File: src/rtl/conv2_feed_ctrl.sv
// conv2 feed sequencer: streams channels from the pool1 RAM into the 5x5
// window buffer and strobes the partial-sum accumulator. Option: CONV2_FEED_STALL_EN.
module conv2_feed_ctrl #(
   parameter int WIDTH     = 12,
   parameter int HEIGHT    = 12,
   parameter int CHANNELS  = 3,
   parameter int DATA_BIT  = 12,
   parameter int ADDR_BIT  = 9,
   parameter int FLUSH_LEN = 12
) (
   input  logic                clk,
   input  logic                rst,
   input  logic                start,
`ifdef CONV2_FEED_STALL_EN
   input  logic                stall,
`endif
   output logic                mem_rd,
   output logic [ADDR_BIT-1:0] mem_addr,
   input  logic [DATA_BIT-1:0] mem_data,
   output logic                buf_valid_in,
   output logic [DATA_BIT-1:0] buf_data,
   output logic                buf_rst,
   input  logic                win_valid,
   output logic                acc_en,
   output logic                acc_clear,
   output logic                acc_last,
   output logic [((CHANNELS > 1) ? $clog2(CHANNELS) : 1)-1:0] ch_idx,
   output logic                busy,
   output logic                done
);

   localparam int PIX = WIDTH * HEIGHT;
   localparam int TGT = (WIDTH - 4) * (HEIGHT - 4);
   localparam int CW  = (CHANNELS > 1) ? $clog2(CHANNELS) : 1;
   localparam int WW  = $clog2(TGT + 1);
   localparam int FW  = $clog2(FLUSH_LEN + 1);

   localparam logic [ADDR_BIT-1:0] PIX_A    = ADDR_BIT'(PIX);
   localparam logic [ADDR_BIT-1:0] PIX_LAST = ADDR_BIT'(PIX - 1);
   localparam logic [WW-1:0]       WIN_TGT  = WW'(TGT);
   localparam logic [FW-1:0]       FL_LAST  = FW'(FLUSH_LEN - 1);
   localparam logic [CW-1:0]       CH_LAST  = CW'(CHANNELS - 1);

   typedef enum logic [2:0] {
      S_IDLE, S_CLR, S_FEED, S_FLUSH, S_DRAIN, S_NEXT, S_FIN
   } state_t;

   state_t              state, state_nx;
   logic [ADDR_BIT-1:0] pix_cnt;
   logic [ADDR_BIT-1:0] base;
   logic [FW-1:0]       flush_cnt;
   logic [WW-1:0]       win_cnt;
   logic                rd_q;
   logic                vld_q;
   logic                flush_go;
   logic                win_hit;
   logic                stall_i;

`ifdef CONV2_FEED_STALL_EN
   assign stall_i = stall;
`else
   assign stall_i = 1'b0;
`endif

   assign win_hit = win_valid && (win_cnt < WIN_TGT) &&
                    (state == S_FEED || state == S_FLUSH ||
                     state == S_DRAIN);

   assign acc_en       = win_hit;
   assign acc_last     = win_hit && (ch_idx == CH_LAST);
   assign busy         = (state != S_IDLE);
   assign done         = (state == S_FIN);
   assign mem_addr     = (state == S_FEED) ? base + pix_cnt : '0;
   assign buf_valid_in = vld_q;
   // Flush pixels share the registered strobe so they trail RAM data seamlessly.
   assign buf_data     = rd_q ? mem_data : '0;

   always_comb begin
      state_nx  = state;
      mem_rd    = 1'b0;
      flush_go  = 1'b0;
      buf_rst   = 1'b0;
      acc_clear = 1'b0;
      unique case (state)
         S_IDLE: if (start) state_nx = S_CLR;
         S_CLR: begin
            buf_rst   = 1'b1;
            acc_clear = (ch_idx == '0);
            state_nx  = S_FEED;
         end
         S_FEED: if (!stall_i) begin
            mem_rd = 1'b1;
            if (pix_cnt == PIX_LAST) state_nx = S_FLUSH;
         end
         S_FLUSH: if (!stall_i) begin
            flush_go = 1'b1;
            if (flush_cnt == FL_LAST) state_nx = S_DRAIN;
         end
         S_DRAIN: if (win_cnt == WIN_TGT) state_nx = S_NEXT;
         S_NEXT:  state_nx = (ch_idx == CH_LAST) ? S_FIN : S_CLR;
         S_FIN:   state_nx = S_IDLE;
         default: state_nx = S_IDLE;
      endcase
   end

   always_ff @(posedge clk or posedge rst) begin
      if (rst) begin
         state     <= S_IDLE;
         pix_cnt   <= '0;
         base      <= '0;
         flush_cnt <= '0;
         win_cnt   <= '0;
         ch_idx    <= '0;
         rd_q      <= 1'b0;
         vld_q     <= 1'b0;
      end else begin
         state <= state_nx;
         rd_q  <= mem_rd;
         vld_q <= mem_rd | flush_go;
         if (win_hit) win_cnt <= win_cnt + 1'b1;
         unique case (state)
            S_CLR: begin
               pix_cnt   <= '0;
               flush_cnt <= '0;
               win_cnt   <= '0;
            end
            S_FEED:  if (mem_rd) pix_cnt <= pix_cnt + 1'b1;
            S_FLUSH: if (flush_go) flush_cnt <= flush_cnt + 1'b1;
            S_NEXT: if (ch_idx != CH_LAST) begin
               ch_idx <= ch_idx + 1'b1;
               base   <= base + PIX_A;
            end
            S_FIN: begin
               ch_idx <= '0;
               base   <= '0;
            end
            default: ;
         endcase
      end
   end

endmodule

File: config.mk
export PLATFORM = sky130hd
export DESIGN_NAME = conv2_feed_ctrl
export DESIGN_NICKNAME = d
export VERILOG_FILES = /design/src/rtl/conv2_feed_ctrl.sv
export SDC_FILE = /design/constraint.sdc
export NUM_CORES = 1
export LEC_CHECK = 0
export ABC_AREA = 1
export CORE_MARGIN = 4
export CORE_UTILIZATION = 50
export DETAILED_ROUTE_END_ITERATION = 8
export DONT_BUFFER_PORTS = 1
export PLACE_DENSITY_LB_ADDON = 0.12
export SKIP_CTS_REPAIR_TIMING = 1
export SYNTH_ARGS = -nofsm -noshare
export SYNTH_HDL_FRONTEND = slang
export SYNTH_SLANG_ARGS = --single-unit
File: constraint.sdc
create_clock -name clk -period 2.6 [get_ports clk]
set_clock_uncertainty 0.05 [all_clocks]
set_input_delay 0.52 -clock clk [delete_from_list [all_inputs] [get_ports clk]]
set_output_delay 0.52 -clock clk [all_outputs]
set_load 0.01 [all_outputs]
==> results.sh <==
export IMPL_headroom_to_the_max_slew_limit=0.7271
export IMPL_via_per_inst=5.233
export IMPL_critical_path_arrival_ns=1.66
export IMPL_drt_pass1_iter_count=4
export IMPL_synth_seq_area_share=0.3917
export IMPL_fp_dieH_um=71.95
export IMPL_fmaxAchievable_ghz=0.4488
export IMPL_crit_path_start_kind="register"
export IMPL_final_instance_count_excl_fill=339
export IMPL_place_congestion=0.8429
export IMPL_switching_share=0.2838
export IMPL_worstPathMaxFanout=5
export IMPL_cts_made_buffers=5
export IMPL_dpl_hpwl_um=3191
export IMPL_vias_in_the_first_global_route=1629
export IMPL_nFillCells=367
export IMPL_power_uw=1071
export IMPL_placedCellCount=332
export IMPL_totalWireLength_um=4276
export IMPL_synth_largest_area_cell="sky130_fd_sc_hd__dfrtp_1"
export IMPL_cts_htree_levels=2
export IMPL_clock_power_share=0.336
export IMPL_critical_path_n_buffers_inverters=0
export IMPL_final_number_of_setup_violating_endpoints=0
export IMPL_dieArea_um2=5176
export IMPL_clockBufferDepth=2
export IMPL_utilization=0.5741
export IMPL_final_min_clock_period_ns=2.228
export IMPL_multiInputGateArea_um2=998.5
export IMPL_worst_endpoint_required_ns=2.03
export IMPL_grt_max_degree=33
export IMPL_drv_cap=0
export IMPL_pwr_density_cell_nw_per_um2=490.9
export IMPL_p_switching_uw=303.8
export IMPL_cts_root_buffer_cell="sky130_fd_sc_hd__clkbuf_8"
export IMPL_worstReg2RegStart="ch_idx[0]"
export IMPL_synthCells=285
export IMPL_worst_path_most_repeated_cell="sky130_fd_sc_hd__nand2_1"
export IMPL_final_cell_mix="sky130_fd_sc_hd__nand2_1 (63), sky130_fd_sc_hd__inv_1 (54), sky130_fd_sc_hd__dfrtp_1 (32)"
export IMPL_holdCritPathClass="in -> async"
export IMPL_vias=1774
export IMPL_grt_first_pass_wirelength_um=7376
export IMPL_postSynthRegisterBits=32
export IMPL_cp_slowest_cell="sky130_fd_sc_hd__dfrtp_1"
export IMPL_grt_overflow_total=0
export IMPL_cellInternalPower_uw=766.7
export IMPL_yosys_cell_types_count=26
export IMPL_cpPeakStageDelay_ns=0.42
export IMPL_total_of_warnings_raised_by_yosys=0
export IMPL_timing_critical_path_max_delay_family="flip-flops"
export IMPL_clk_pin_slew_worst_paths_ns=0.06
export IMPL_number_of_max_slew_violations_in_the_final_report=0
export IMPL_floorplan_die_width_um=71.95
export IMPL_start_util=0.5382
export IMPL_fp_coreArea_um2=3799
export IMPL_initialDrtViolationCount=91
export IMPL_worst_path_class_setup="reg -> out"
export IMPL_antenna_violating_nets_post_route=0
export IMPL_synth_top_cell_area_share=0.3917
export IMPL_buffers_added_on_ports=0
export IMPL_combPwrFrac=0.120
export IMPL_tritoncts_num_sinks=32
export IMPL_worstSetupStartpoint="pix_cnt[5]"
export IMPL_vdd_ir_drop_max_v=0.0004035
export IMPL_clock_latency_ns=0.28
export IMPL_nNetsFinal=318
export IMPL_layout_drive_gt1_share=0.07560
export IMPL_grt_antenna_before_repair=0
export IMPL_syn2layout_area_growth_pct=6.671
export IMPL_share_seq_of_total_power=0.545
export IMPL_globalRouteTotalUtil=0.1806
export IMPL_sequential_cell_area_um2=800.8
export IMPL_synth_fp_nets=312
export IMPL_crit_path_cell_trace="ha_1 > a21o_1 > nand2_1 > nand2_1 > nand2_1 > nand2_1 > nor2_1"
export IMPL_status="finished clean"
export IMPL_worst_pin_slew_ns=0.4094
export IMPL_detail_route_drc_violations=0
export IMPL_netlist_top_cells_area="sky130_fd_sc_hd__dfrtp_1 (39%), sky130_fd_sc_hd__nand2_1 (12%), sky130_fd_sc_hd__inv_1 (9.9%)"
export IMPL_route_detailed_wl_per_inst_um=12.61
export IMPL_io_pins=47
export IMPL_power_leakage_uw=0.001227
export IMPL_syn_cell_area_um2=2044
export IMPL_hold_violations=0
export IMPL_worst_setup_path_end_kind="output port"
export IMPL_syn_area_per_cell_um2=7.174
export IMPL_row_count=22
export IMPL_rsz0062_at_grt="no"
export IMPL_diodes=0
export IMPL_post_route_period_util=0.8571
export IMPL_mostFrequentLayoutCell="sky130_fd_sc_hd__nand2_1"
export IMPL_tritoncts="yes"
export IMPL_worst_hold_margin_ns=0.1596
export IMPL_tns_ns=0
metal layers:
layer | track usage | up-vias | share of wire
met5 | 0 | - | 0
met4 | 0.08977 | 0 | 0.018
met3 | 0.04571 | 5 | 0.059
met2 | 0.2796 | 53 | 0.44
met1 | 0.2345 | 802 | 0.48
li1 | - | 914 | -
power groups by stage:
stage / clock (uW) / sequential (uW) / combinational, uW
4_1_cts: 375 / 582 / 131
6_report: 359 / 583 / 128
5_1_grt: 394 / 592 / 157
2_1_floorplan: 0 / 579 / 109
3_3_place_gp: 0 / 589 / 129
3_5_place_dp: 0 / 591 / 130
through the flow:
stage	setup slack, ns	cell area [um^2]
finish	0.3716	2181
CTS	0.3567	2181
global route	0.2540	2181
detailed placement	0.6674	2103
floorplan	0.7532	2044
global placement	0.6858	2103
Yosys cell counts (all sizes together):
| library cell | count |
|---|---|
| o21ai | 20 |
| a21o | 1 |
| nor2 | 27 |
| inv | 59 |
| a22o | 1 |
| xor2 | 1 |
| clkbuf | 1 |
| nor3 | 3 |
| dfrtp | 32 |
| o22ai | 2 |
| a21boi | 1 |
| or2 | 1 |
| ha | 11 |
| buf | 3 |
| a21oi | 8 |
| o21bai | 2 |
| nand3 | 33 |
| nand2 | 65 |
| xnor2 | 4 |
| nand4 | 10 |
cells by family (layout without fill, tap and decap cells):
group,Yosys count,count (layout),share of synthesized area
AOI/OAI and AO/OA,35,35,0.09914
xor gates and xnor gates,5,5,0.02142
adders and majority gates,11,11,0.06732
buffers and inverters,63,69,0.1199
DFF,32,32,0.3917
and+or+nand+nor,139,139,0.3005
worst paths after layout:
| path | depth (start not counted) | endpoint | slack (ns) |
|---|---|---|---|
| worst max-delay path | 7 | mem_addr[7] | 0.37 |
| worst min-delay path | 2 | win_cnt[2] | 0.16 |
| worst max register to register | 9 | base[7] | 0.91 |
| worst min register to register | 1 | flush_cnt[0] | 0.48 |
| max in group asynchronous | 2 | rd_q | 2.05 |
| min in group clk | 4 | win_cnt[6] | 0.46 |
cell type report:
type	instances	share of cell area
multi-input combinational	190	0.4578
sequential	32	0.3672
inverter	59	0.1015
clock buffer	6	0.03328
tap	48	0.02754
timing repair buffer	3	0.01033
clock inverter	1	0.002295
state kept, by name (all words and copies together) (netlist names):
signal        flops
rd_q              1
buf_valid_in      1
ch_idx            2
flush_cnt         4
state             3
pix_cnt           9
win_cnt           7
base              5
Power figures use the tool's default switching activity.
